==> src/rtl/cmp_pkg.sv <==
// Shared types and default sizing for the pipelined comparator.
package cmp_pkg;

  typedef enum logic [1:0] {
    CMP_UNSIGNED = 2'd0,
    CMP_SIGNED   = 2'd1,
    CMP_FLOAT    = 2'd2,
    CMP_RSVD     = 2'd3
  } cmp_mode_e;

  localparam int CMP_WIDTH = 32;
  localparam int CMP_CHUNK = 8;
  localparam int CMP_EXP_W = 8;
  localparam int CMP_TAG_W = 4;

endpackage

==> src/rtl/comparator_pipe_if.sv <==
// Operation/result bus of the pipelined comparator.
//
// Handshake: an operation transfers on a rising edge where in_valid & in_ready;
// a result transfers on a rising edge where out_valid & out_ready. The producer
// holds in_valid/operands until the transfer, the comparator holds out_valid and
// the result flags/tag until the consumer takes them. in_ready may depend
// combinationally on out_ready; no other input-to-output path exists.
interface comparator_pipe_if
  import cmp_pkg::*;
#(
  parameter int WIDTH = CMP_WIDTH,
  parameter int TAG_W = CMP_TAG_W
);
  logic             in_valid;
  logic             in_ready;
  logic [WIDTH-1:0] a;
  logic [WIDTH-1:0] b;
  logic [1:0]       mode;
  logic [TAG_W-1:0] in_tag;
  logic             out_valid;
  logic             out_ready;
  logic             equal;
  logic             larger;
  logic             smaller;
  logic             unordered;
  logic [TAG_W-1:0] out_tag;

  // Producer/consumer side.
  modport master (
    output in_valid, a, b, mode, in_tag, out_ready,
    input  in_ready, out_valid, equal, larger, smaller, unordered, out_tag
  );

  // Comparator side.
  modport slave (
    input  in_valid, a, b, mode, in_tag, out_ready,
    output in_ready, out_valid, equal, larger, smaller, unordered, out_tag
  );
endinterface

==> src/rtl/comparator_chunk.sv <==
// Unsigned equal/greater compare of one CHUNK-wide slice, purely combinational.
module comparator_chunk
  import cmp_pkg::*;
#(
  parameter int CHUNK = CMP_CHUNK
) (
  input  logic [CHUNK-1:0] i_a,
  input  logic [CHUNK-1:0] i_b,
  output logic             o_eq,
  output logic             o_gt
);
  assign o_eq = (i_a == i_b);
  assign o_gt = (i_a > i_b);
endmodule

==> src/rtl/comparator_pipe.sv <==
// Two-stage comparator: stage 1 slices the conditioned operands into per-chunk
// eq/gt and captures sign/zero/NaN info, stage 2 merges slices MSB-first and
// resolves the mode-specific result flags.
module comparator_pipe
  import cmp_pkg::*;
#(
  parameter int WIDTH = CMP_WIDTH,
  parameter int CHUNK = CMP_CHUNK,
  parameter int EXP_W = CMP_EXP_W,
  parameter int TAG_W = CMP_TAG_W
) (
  input  logic              clk,
  input  logic              rst,
  comparator_pipe_if.slave  bus
);
  localparam int N      = WIDTH / CHUNK;
  localparam int FRAC_W = WIDTH - 1 - EXP_W;

  if (WIDTH % CHUNK != 0) begin : g_bad_width
    $error("comparator_pipe: WIDTH must be a multiple of CHUNK");
  end
  if (FRAC_W < 1) begin : g_bad_exp
    $error("comparator_pipe: EXP_W leaves no fraction bits");
  end

  // Pipeline enable: everything advances only when the output slot is free or
  // being drained this cycle.
  logic w_en;
  assign w_en         = ~bus.out_valid | bus.out_ready;
  assign bus.in_ready = w_en;

  cmp_mode_e        w_mode;
  logic [WIDTH-1:0] w_op_a;
  logic [WIDTH-1:0] w_op_b;
  logic [N-1:0]     w_eq;
  logic [N-1:0]     w_gt;
  logic             w_nan_a;
  logic             w_nan_b;
  logic             w_zero;

  // Normalise the mode and condition operand MSBs so a plain unsigned slice
  // compare yields the right ordering (bias signs, or strip FP sign bits).
  always_comb begin
    w_mode = CMP_UNSIGNED;
    if (bus.mode == 2'd1) w_mode = CMP_SIGNED;
    if (bus.mode == 2'd2) w_mode = CMP_FLOAT;
    w_op_a = bus.a;
    w_op_b = bus.b;
    if (w_mode == CMP_SIGNED) begin
      w_op_a[WIDTH-1] = ~bus.a[WIDTH-1];
      w_op_b[WIDTH-1] = ~bus.b[WIDTH-1];
    end else if (w_mode == CMP_FLOAT) begin
      w_op_a[WIDTH-1] = 1'b0;
      w_op_b[WIDTH-1] = 1'b0;
    end
  end

  assign w_nan_a = (&bus.a[WIDTH-2 -: EXP_W]) & (|bus.a[FRAC_W-1:0]);
  assign w_nan_b = (&bus.b[WIDTH-2 -: EXP_W]) & (|bus.b[FRAC_W-1:0]);
  assign w_zero  = ~(|bus.a[WIDTH-2:0]) & ~(|bus.b[WIDTH-2:0]);

  for (genvar g = 0; g < N; g++) begin : g_chunk
    comparator_chunk #(.CHUNK(CHUNK)) u_chunk (
      .i_a  (w_op_a[g*CHUNK +: CHUNK]),
      .i_b  (w_op_b[g*CHUNK +: CHUNK]),
      .o_eq (w_eq[g]),
      .o_gt (w_gt[g])
    );
  end

  logic             r_s1_valid;
  logic [N-1:0]     r_s1_eq;
  logic [N-1:0]     r_s1_gt;
  cmp_mode_e        r_s1_mode;
  logic             r_s1_sign_a;
  logic             r_s1_sign_b;
  logic             r_s1_zero;
  logic             r_s1_nan_a;
  logic             r_s1_nan_b;
  logic [TAG_W-1:0] r_s1_tag;

  // Stage 1 register: capture slice results and FP side info; a cycle with
  // en=1 and no offered operation leaves a bubble.
  always_ff @(posedge clk) begin
    if (rst) begin
      r_s1_valid  <= 1'b0;
      r_s1_eq     <= '0;
      r_s1_gt     <= '0;
      r_s1_mode   <= CMP_UNSIGNED;
      r_s1_sign_a <= 1'b0;
      r_s1_sign_b <= 1'b0;
      r_s1_zero   <= 1'b0;
      r_s1_nan_a  <= 1'b0;
      r_s1_nan_b  <= 1'b0;
      r_s1_tag    <= '0;
    end else if (w_en) begin
      r_s1_valid  <= bus.in_valid;
      r_s1_eq     <= w_eq;
      r_s1_gt     <= w_gt;
      r_s1_mode   <= w_mode;
      r_s1_sign_a <= bus.a[WIDTH-1];
      r_s1_sign_b <= bus.b[WIDTH-1];
      r_s1_zero   <= w_zero;
      r_s1_nan_a  <= w_nan_a;
      r_s1_nan_b  <= w_nan_b;
      r_s1_tag    <= bus.in_tag;
    end
  end

  logic w_mag_eq;
  logic w_mag_gt;
  logic w_equal;
  logic w_larger;
  logic w_smaller;
  logic w_unordered;

  // Merge slices MSB-first, then resolve flags for the operation's mode.
  always_comb begin
    w_mag_eq = 1'b1;
    w_mag_gt = 1'b0;
    for (int i = N - 1; i >= 0; i--) begin
      if (w_mag_eq) begin
        w_mag_gt = r_s1_gt[i];
        w_mag_eq = r_s1_eq[i];
      end
    end
    w_equal     = 1'b0;
    w_larger    = 1'b0;
    w_smaller   = 1'b0;
    w_unordered = 1'b0;
    if (r_s1_mode == CMP_FLOAT) begin
      if (r_s1_nan_a | r_s1_nan_b) begin
        w_unordered = 1'b1;
      end else if (r_s1_zero) begin
        w_equal = 1'b1;
      end else if (r_s1_sign_a != r_s1_sign_b) begin
        w_larger  = ~r_s1_sign_a;
        w_smaller = r_s1_sign_a;
      end else if (r_s1_sign_a) begin
        w_equal   = w_mag_eq;
        w_larger  = ~w_mag_eq & ~w_mag_gt;
        w_smaller = w_mag_gt;
      end else begin
        w_equal   = w_mag_eq;
        w_larger  = w_mag_gt;
        w_smaller = ~w_mag_eq & ~w_mag_gt;
      end
    end else begin
      w_equal   = w_mag_eq;
      w_larger  = w_mag_gt;
      w_smaller = ~w_mag_eq & ~w_mag_gt;
    end
  end

  logic             r_out_valid;
  logic             r_equal;
  logic             r_larger;
  logic             r_smaller;
  logic             r_unordered;
  logic [TAG_W-1:0] r_out_tag;

  // Stage 2 register: result flags and tag, held while the consumer stalls.
  always_ff @(posedge clk) begin
    if (rst) begin
      r_out_valid <= 1'b0;
      r_equal     <= 1'b0;
      r_larger    <= 1'b0;
      r_smaller   <= 1'b0;
      r_unordered <= 1'b0;
      r_out_tag   <= '0;
    end else if (w_en) begin
      r_out_valid <= r_s1_valid;
      r_equal     <= w_equal;
      r_larger    <= w_larger;
      r_smaller   <= w_smaller;
      r_unordered <= w_unordered;
      r_out_tag   <= r_s1_tag;
    end
  end

  assign bus.out_valid = r_out_valid;
  assign bus.equal     = r_equal;
  assign bus.larger    = r_larger;
  assign bus.smaller   = r_smaller;
  assign bus.unordered = r_unordered;
  assign bus.out_tag   = r_out_tag;

endmodule

==> src/flat_wrapper.sv <==
// flat-port wrapper written by rule: the top's interface ports become plain ports
module comparator_pipe_flat import cmp_pkg::*;
#(
  parameter int WIDTH = CMP_WIDTH,
  parameter int CHUNK = CMP_CHUNK,
  parameter int EXP_W = CMP_EXP_W,
  parameter int TAG_W = CMP_TAG_W
)
  (clk, rst, bus_in_valid, bus_a, bus_b, bus_mode, bus_in_tag, bus_out_ready, bus_in_ready, bus_out_valid, bus_equal, bus_larger, bus_smaller, bus_unordered, bus_out_tag);
  comparator_pipe_if #(.WIDTH(WIDTH), .TAG_W(TAG_W)) bus_i ();
  input  logic clk;
  input  logic rst;
  input wire logic [$bits(bus_i.in_valid)-1:0] bus_in_valid;
  input wire logic [$bits(bus_i.a)-1:0] bus_a;
  input wire logic [$bits(bus_i.b)-1:0] bus_b;
  input wire logic [$bits(bus_i.mode)-1:0] bus_mode;
  input wire logic [$bits(bus_i.in_tag)-1:0] bus_in_tag;
  input wire logic [$bits(bus_i.out_ready)-1:0] bus_out_ready;
  output wire logic [$bits(bus_i.in_ready)-1:0] bus_in_ready;
  output wire logic [$bits(bus_i.out_valid)-1:0] bus_out_valid;
  output wire logic [$bits(bus_i.equal)-1:0] bus_equal;
  output wire logic [$bits(bus_i.larger)-1:0] bus_larger;
  output wire logic [$bits(bus_i.smaller)-1:0] bus_smaller;
  output wire logic [$bits(bus_i.unordered)-1:0] bus_unordered;
  output wire logic [$bits(bus_i.out_tag)-1:0] bus_out_tag;
  assign bus_i.in_valid = bus_in_valid;
  assign bus_i.a = bus_a;
  assign bus_i.b = bus_b;
  assign bus_i.mode = bus_mode;
  assign bus_i.in_tag = bus_in_tag;
  assign bus_i.out_ready = bus_out_ready;
  assign bus_in_ready = bus_i.in_ready;
  assign bus_out_valid = bus_i.out_valid;
  assign bus_equal = bus_i.equal;
  assign bus_larger = bus_i.larger;
  assign bus_smaller = bus_i.smaller;
  assign bus_unordered = bus_i.unordered;
  assign bus_out_tag = bus_i.out_tag;
  comparator_pipe #(.WIDTH(WIDTH), .CHUNK(CHUNK), .EXP_W(EXP_W), .TAG_W(TAG_W)) u_core (.clk(clk), .rst(rst), .bus(bus_i));
endmodule
==> config.mk <==
export PLATFORM = sky130hd
export DESIGN_NAME = comparator_pipe_flat
export DESIGN_NICKNAME = d
export VERILOG_FILES = /design/src/rtl/cmp_pkg.sv /design/src/rtl/comparator_pipe_if.sv /design/src/rtl/comparator_chunk.sv /design/src/rtl/comparator_pipe.sv /design/src/flat_wrapper.sv
export SDC_FILE = /design/constraint.sdc
export NUM_CORES = 1
export LEC_CHECK = 0
export CORE_ASPECT_RATIO = 2
export CORE_MARGIN = 2
export CORE_UTILIZATION = 40
export DETAILED_ROUTE_END_ITERATION = 12
export GPL_TIMING_DRIVEN = 1
export PLACE_DENSITY = 0.77
export SYNTH_ARGS = -nofsm -noshare
export SYNTH_HDL_FRONTEND = slang
export SYNTH_SLANG_ARGS = --single-unit
==> constraint.sdc <==
create_clock -name clk -period 1.4 [get_ports clk]
set_input_delay 0.14 -clock clk [delete_from_list [all_inputs] [get_ports clk]]
set_output_delay 0.14 -clock clk [all_outputs]
set_load 0.1 [all_outputs]
==> results.cfg <==
[final_layout]
nets = 520
synthToLayoutAreaGrowth_pct = 75.4
fillerInstances = 387
mostFrequentLayoutCell = buf_4
stdcell_count = 475
final_cell_mix = buf_4, dlymetal6s2s_1, a21oi_1
drive_gt1_frac = 0.270
diodes = 0

[floorplanning]
dieArea_um2 = 6180
row_count = 38
die-width_um = 56.6
start_util = 0.412
core_um2 = 5370
fp.dieH_um = 109
io_pins = 84

[sta]
period_share = 0.983
slew-limit-headroom = 0.777
finalHoldViolations = 0
rsz0062_at_grt = true
fin_crit_ns = 1.38
tightest_slew_ns = 0.334
timing.fmax_mhz = 726
fin_skew_ns = 0.00912
setup_violations = 0
finalSetupTns_ns = 0
final-max-slew-violation-count = 0

[critical_path]
worstPathRequired_ns = 1.59
slowest_stage = clkdlybuf4s50_1
crit-reg2reg-launch = u_core.bus.out_valid
critPathKind = in -> reg
cpPeakStageDelay_ns = 0.49
cp_top_family = compound AO/OA/AOI/OAI gates
cp-start-kind = input port
crit_start = bus_a[9]
cp.arrival_ns = 1.57
worstPathMaxFanout = 2
cp-end-kind = flop
cp_cell_sequence = clkdlybuf4s50_1 > ha_4 > nor2b_1 > o211ai_1 > a21bo_2 > a311oi_1
path_buf_inv = 1

[flow_run]
maxCapViolations = 0

[power]
vdd_drop_max_mv = 0.655
p_leak_nw = 1.93
power.density_nw_per_um2 = 636

[route]
drt_pass1_iterations = 4
drc = 0
wire_per_inst_um = 14.7
drtAntennaViolNets = 0
drt_iter0_drc = 71
drt-total-wl_um = 6990
vias = 2605
via_per_inst = 5.48

[clock_network]
cts_max_path_buffers = 2
clkTransAtPathRegs_ns = 0.06
htreeDepth = 2
cts_tree = built
clk_latency_ns = 0.28
numClockSinks = 29
numCtsBuffers = 5
root_buffer = clkbuf_8

[synth]
ys_seq_area_frac = 0.262
yosys_warnings = 0
syn-num-nets = 390
synth_cell_types = 40
synth_edf_count = 0
ys_ff_latch = 29
yosys.area.top_type_share = 0.262
synth.avg_cell_area_um2 = 7.80
synth-async-reset-ratio = 0
yosysTopAreaCell = dfxtp_1
synth_ff_type = dfxtp_1
synth_area_leaders = dfxtp_1, ha_1, a21oi_1
syn_area_um2 = 2210
synth_cells = 284

[run_status]
status = complete, no violations

[global_routing]
grt_usage = 0.218
grt_start_max_net_pins = 18
grt_overflow_total = 0
first_global_vias = 2663
antenna_found_initial = 0
grt_pass1_wl_um = 10900

[placement]
hpwl_um = 5440
dp_cells = 464
port_buffers = 83
gp_congestion = 0.863

[worst_hold_path]
hold_class = in -> reg
hp-start = bus_mode[1]
repair_timing:
| item | in CTS | in global routing |
|---|---|---|
| hold endpoints to repair | 0 | 0 |
| buffers inserted | 2 | 1 |
| hold buffers | 0 | 0 |
| pin swaps | 18 | 24 |
| gates resized for setup | 26 | 59 |
| setup endpoints to repair | 9 | 10 |
layer usage:
| metal | vias up | part of all wire | global-route usage |
|---|---|---|---|
| met4 | 0 | 0.039 | 0.121 |
| met3 | 22 | 0.030 | 0.0202 |
| met5 | - | 0 | 0 |
| li1 | 1279 | - | - |
| met2 | 83 | 0.59 | 0.438 |
| met1 | 1221 | 0.34 | 0.207 |
area by class of cell:
cell class / count / area [µm²] / share of cell area
flip-flops and latches: 29 / 584 / 0.150
clock buffers: 6 / 72.6 / 0.0187
clock inverters: 2 / 10.0 / 0.00258
well taps: 60 / 75.1 / 0.0193
repair buffers: 132 / 1370 / 0.352
multi-input cells: 213 / 1650 / 0.425
inverters: 33 / 124 / 0.0319
synthesized netlist by cell type, types with 3 or more instances:
cell type / instances
a21oi_1: 36
ha_1: 32
inv_1: 32
nand2_1: 32
dfxtp_1: 29
nor2_1: 16
nor2b_1: 11
nor4_1: 11
and4_1: 8
o21ai_0: 8
nand4_1: 7
nor3_1: 6
o211ai_1: 6
a311oi_1: 5
a21bo_2: 4
buf_2: 4
nand2b_1: 3
nand3_1: 3
nor4_2: 3
flip-flops by register name, indices dropped and copies added, names as in the netlist:
| register | cells |
|---|---|
| u_core.bus.equal | 1 |
| u_core.bus.larger | 1 |
| u_core.bus.out_tag | 4 |
| u_core.bus.out_valid | 1 |
| u_core.bus.smaller | 1 |
| u_core.bus.unordered | 1 |
| u_core.r_s1_eq | 4 |
| u_core.r_s1_gt | 4 |
| u_core.r_s1_mode | 2 |
| u_core.r_s1_nan_a | 1 |
| u_core.r_s1_nan_b | 1 |
| u_core.r_s1_sign_a | 1 |
| u_core.r_s1_sign_b | 1 |
| u_core.r_s1_tag | 4 |
| u_core.r_s1_valid | 1 |
| u_core.r_s1_zero | 1 |
where the power goes:
group	internal [W]	leakage [nW]	switching, W
sequential	0.000869	0.239	0.0000404
combinational	0.000483	1.65	0.000431
clock	0.000343	0.0450	0.000304
worst paths after layout:
check        cells after the start             endpoint  slack (ns)
max                              6    u_core.r_s1_gt[1]        0.02
min                              3  u_core.r_s1_mode[1]        0.18
max reg2reg                      6   u_core.bus.smaller        0.10
min reg2reg                      2   u_core.r_s1_tag[1]        0.46
per-stage QoR:
step	worst slack, ns	total power, W	area, µm²	hold WS, ns	util
finish	0.0235	0.00247	3880	0.180	0.723
global route	-0.0428	0.00260	3880	0.222	0.723
global placement	-0.481	0.00175	3520	0.439	0.655
detailed placement	-0.603	0.00178	3520	0.448	0.655
CTS	-0.0216	0.00244	3680	0.270	0.684
floorplan	0.00166	0.00129	2230	0.280	-
kinds of logic after synthesis:
family	share of synthesized area
buf+inv	0.0802
xor+xnor	0.00791
flops	0.262
mux	0.00904
compound gates	0.199
fa+ha+maj	0.181
simple gates	0.260
worst register-to-register path, stage by stage (launching register included):
cell and delay, ns:
dfxtp_4 0.36, nor2b_2 0.19, inv_2 0.07, buf_4 0.16, nor2_1 0.20, o311ai_1 0.15
a21oi_2 0.11
Power figures use the tool's default switching activity.
==> edit (same settings) <==
Encoding of `cmp_mode_e`: now Gray code (2 bits for 4 values).
--- a/src/rtl/cmp_pkg.sv
+++ b/src/rtl/cmp_pkg.sv
@@ -3,8 +3,8 @@
 
   typedef enum logic [1:0] {
-    CMP_UNSIGNED = 2'd0,
-    CMP_SIGNED   = 2'd1,
-    CMP_FLOAT    = 2'd2,
-    CMP_RSVD     = 2'd3
+    CMP_UNSIGNED = 2'b00,
+    CMP_SIGNED   = 2'b01,
+    CMP_FLOAT    = 2'b11,
+    CMP_RSVD     = 2'b10
   } cmp_mode_e;
 
Function: same outputs for any inputs over 10 cycles, from zero or initial values and one cycle with rst high; not proved beyond that.
==> edit against the unedited design <==
Global-route usage up 1.4 points; total power is 9.8% higher; synthesized cell count up 2.8%; utilization down 0.30 points; synthesized area down 2.9%; sequential cell count unchanged; critical path type is now reg -> reg; via count is 2.1% lower; die area fell by 2.7%; critical endpoint is now u_core.bus.larger$_SDFFE_PP0P_; highest routed layer unchanged; wire length shrank 2.4%; clock power up 40%; design area decreased by 3.9%; setup slack worse by 0.018 ns; worst hold slack better by 0.036 ns.
==> edit: results (changes against the unedited design) <==
[global_routing]
grt_max_degree=15  ; -3
grt_pass1_wl_um=11200  ; +2.5%
grt_use_total=0.232  ; +0.0138

[worst_setup_path]
cp_slowest_cell=or3_1
worst_r2r_path_depth=4  ; -2
crit_path_max_incr_delay_ns=0.38  ; -0.11 ns
cp_top_family=simple AND/OR/NAND/NOR gates
r2r-start=u_core.r_s1_zero$_SDFFE_PP0P_
regToRegSetupSlack_ns=0.006  ; -0.09 ns

[placement]
gp_congestion=0.803  ; -7.0%
placed_cells=451  ; -2.8%
hpwl_um=5370  ; -1.2%
pre_cts_ws_ns=-0.561  ; +0.0424 ns
dpl-instance-area_um2=3340  ; -5.1%

[cells_and_area]
inverters=35  ; +6.1%
num-nonclk-buffers=116  ; -12%
buf_share=0.320  ; -0.0313
filler_cell_count=412  ; +6.5%
multi_input_area_um2=1630  ; -1.5%
clk_share=0.0312  ; +0.00991
area_growth_pct=73.6
multi_input_cells=219  ; +2.8%
seq_share=0.157  ; +0.00677

[sta]
worst_slew_pin_slew_ns=0.306  ; -0.0286 ns
fin_skew_ns=0.00469  ; -0.00443 ns
hold-worst-slack_ns=0.215  ; +0.0355 ns

[power]
p_leak_nw=1.69  ; -13%
combPwrFrac=0.330  ; -0.040
p_per_area_nw_per_um2=726  ; +14%
ir_worst_vdd_uv=1190  ; +82%
pg_seq_mw=0.914  ; +0.6%
switchingPower_mw=0.799  ; +3.0%

[routing]
wl_per_cell_um=14.7  ; -0.35%
drtIter0Drc=38  ; -46%

[logic_synthesis]
ys_seq_area_frac=0.270  ; +0.00778
netlist_instances=292  ; +2.8%
synth_area_leaders=dfxtp_1, ha_1, a21oi_1
syn_nets=400  ; +2.6%
synth.avg_cell_area_um2=7.37  ; -5.5%

[outcome]
status=completed

## edit: metal layers
metal / wire length [um] / GRT usage / part of all wire / up-vias
met1: 2230 / 0.205 / 0.33 / 1186
met3: 256 / 0.0349 / 0.038 / 20
met2: 4080 / 0.474 / 0.60 / 76
met5: 0 / 0 / 0 / -
met4: 258 / 0.129 / 0.038 / 0
li1: - / - / - / 1268
## edit: worst max-delay path by stage
stage	from	end	cells after the start	slack [ns]
6_report	u_core.r_s1_zero$_SDFFE_PP0P_	u_core.bus.larger$_SDFFE_PP0P_	4	0.006
5_1_grt	u_core.r_s1_zero$_SDFFE_PP0P_	u_core.bus.larger$_SDFFE_PP0P_	4	-0.11
4_1_cts	bus_mode[0]	u_core.r_s1_gt[3]$_SDFFE_PP0P_	11	-0.02
3_5_place_dp	bus_mode[1]	u_core.r_s1_gt[3]$_SDFFE_PP0P_	10	-0.56
3_3_place_gp	bus_mode[1]	u_core.r_s1_gt[3]$_SDFFE_PP0P_	10	-0.50
2_1_floorplan	bus_mode[1]	u_core.r_s1_gt[3]$_SDFFE_PP0P_	10	0.0003
## edit: worst register-to-register path, cell delays in order, from the launching register on
cell,delay (ns)
dfxtp_1,0.31
or3_1,0.38
a21oi_2,0.21
o21ai_1,0.10
nor4_1,0.30
## edit: cell families (layout without fill, tap and decap cells)
group	after synthesis	in the layout	share of synthesized area
buf+inv	44	159	0.0826
flops	29	29	0.270
fa+ha+maj	34	34	0.198
mux	3	3	0.0145
xor+xnor	1	1	0.00407
simple gates	122	122	0.280
compound gates	59	59	0.151
## edit: timing repair
action	4_1_cts	5_1_grt
resized for setup	37	37
pin swaps	17	20
gates cloned	0	0
setup buffers	3	3
setup endpoints to repair	7	11
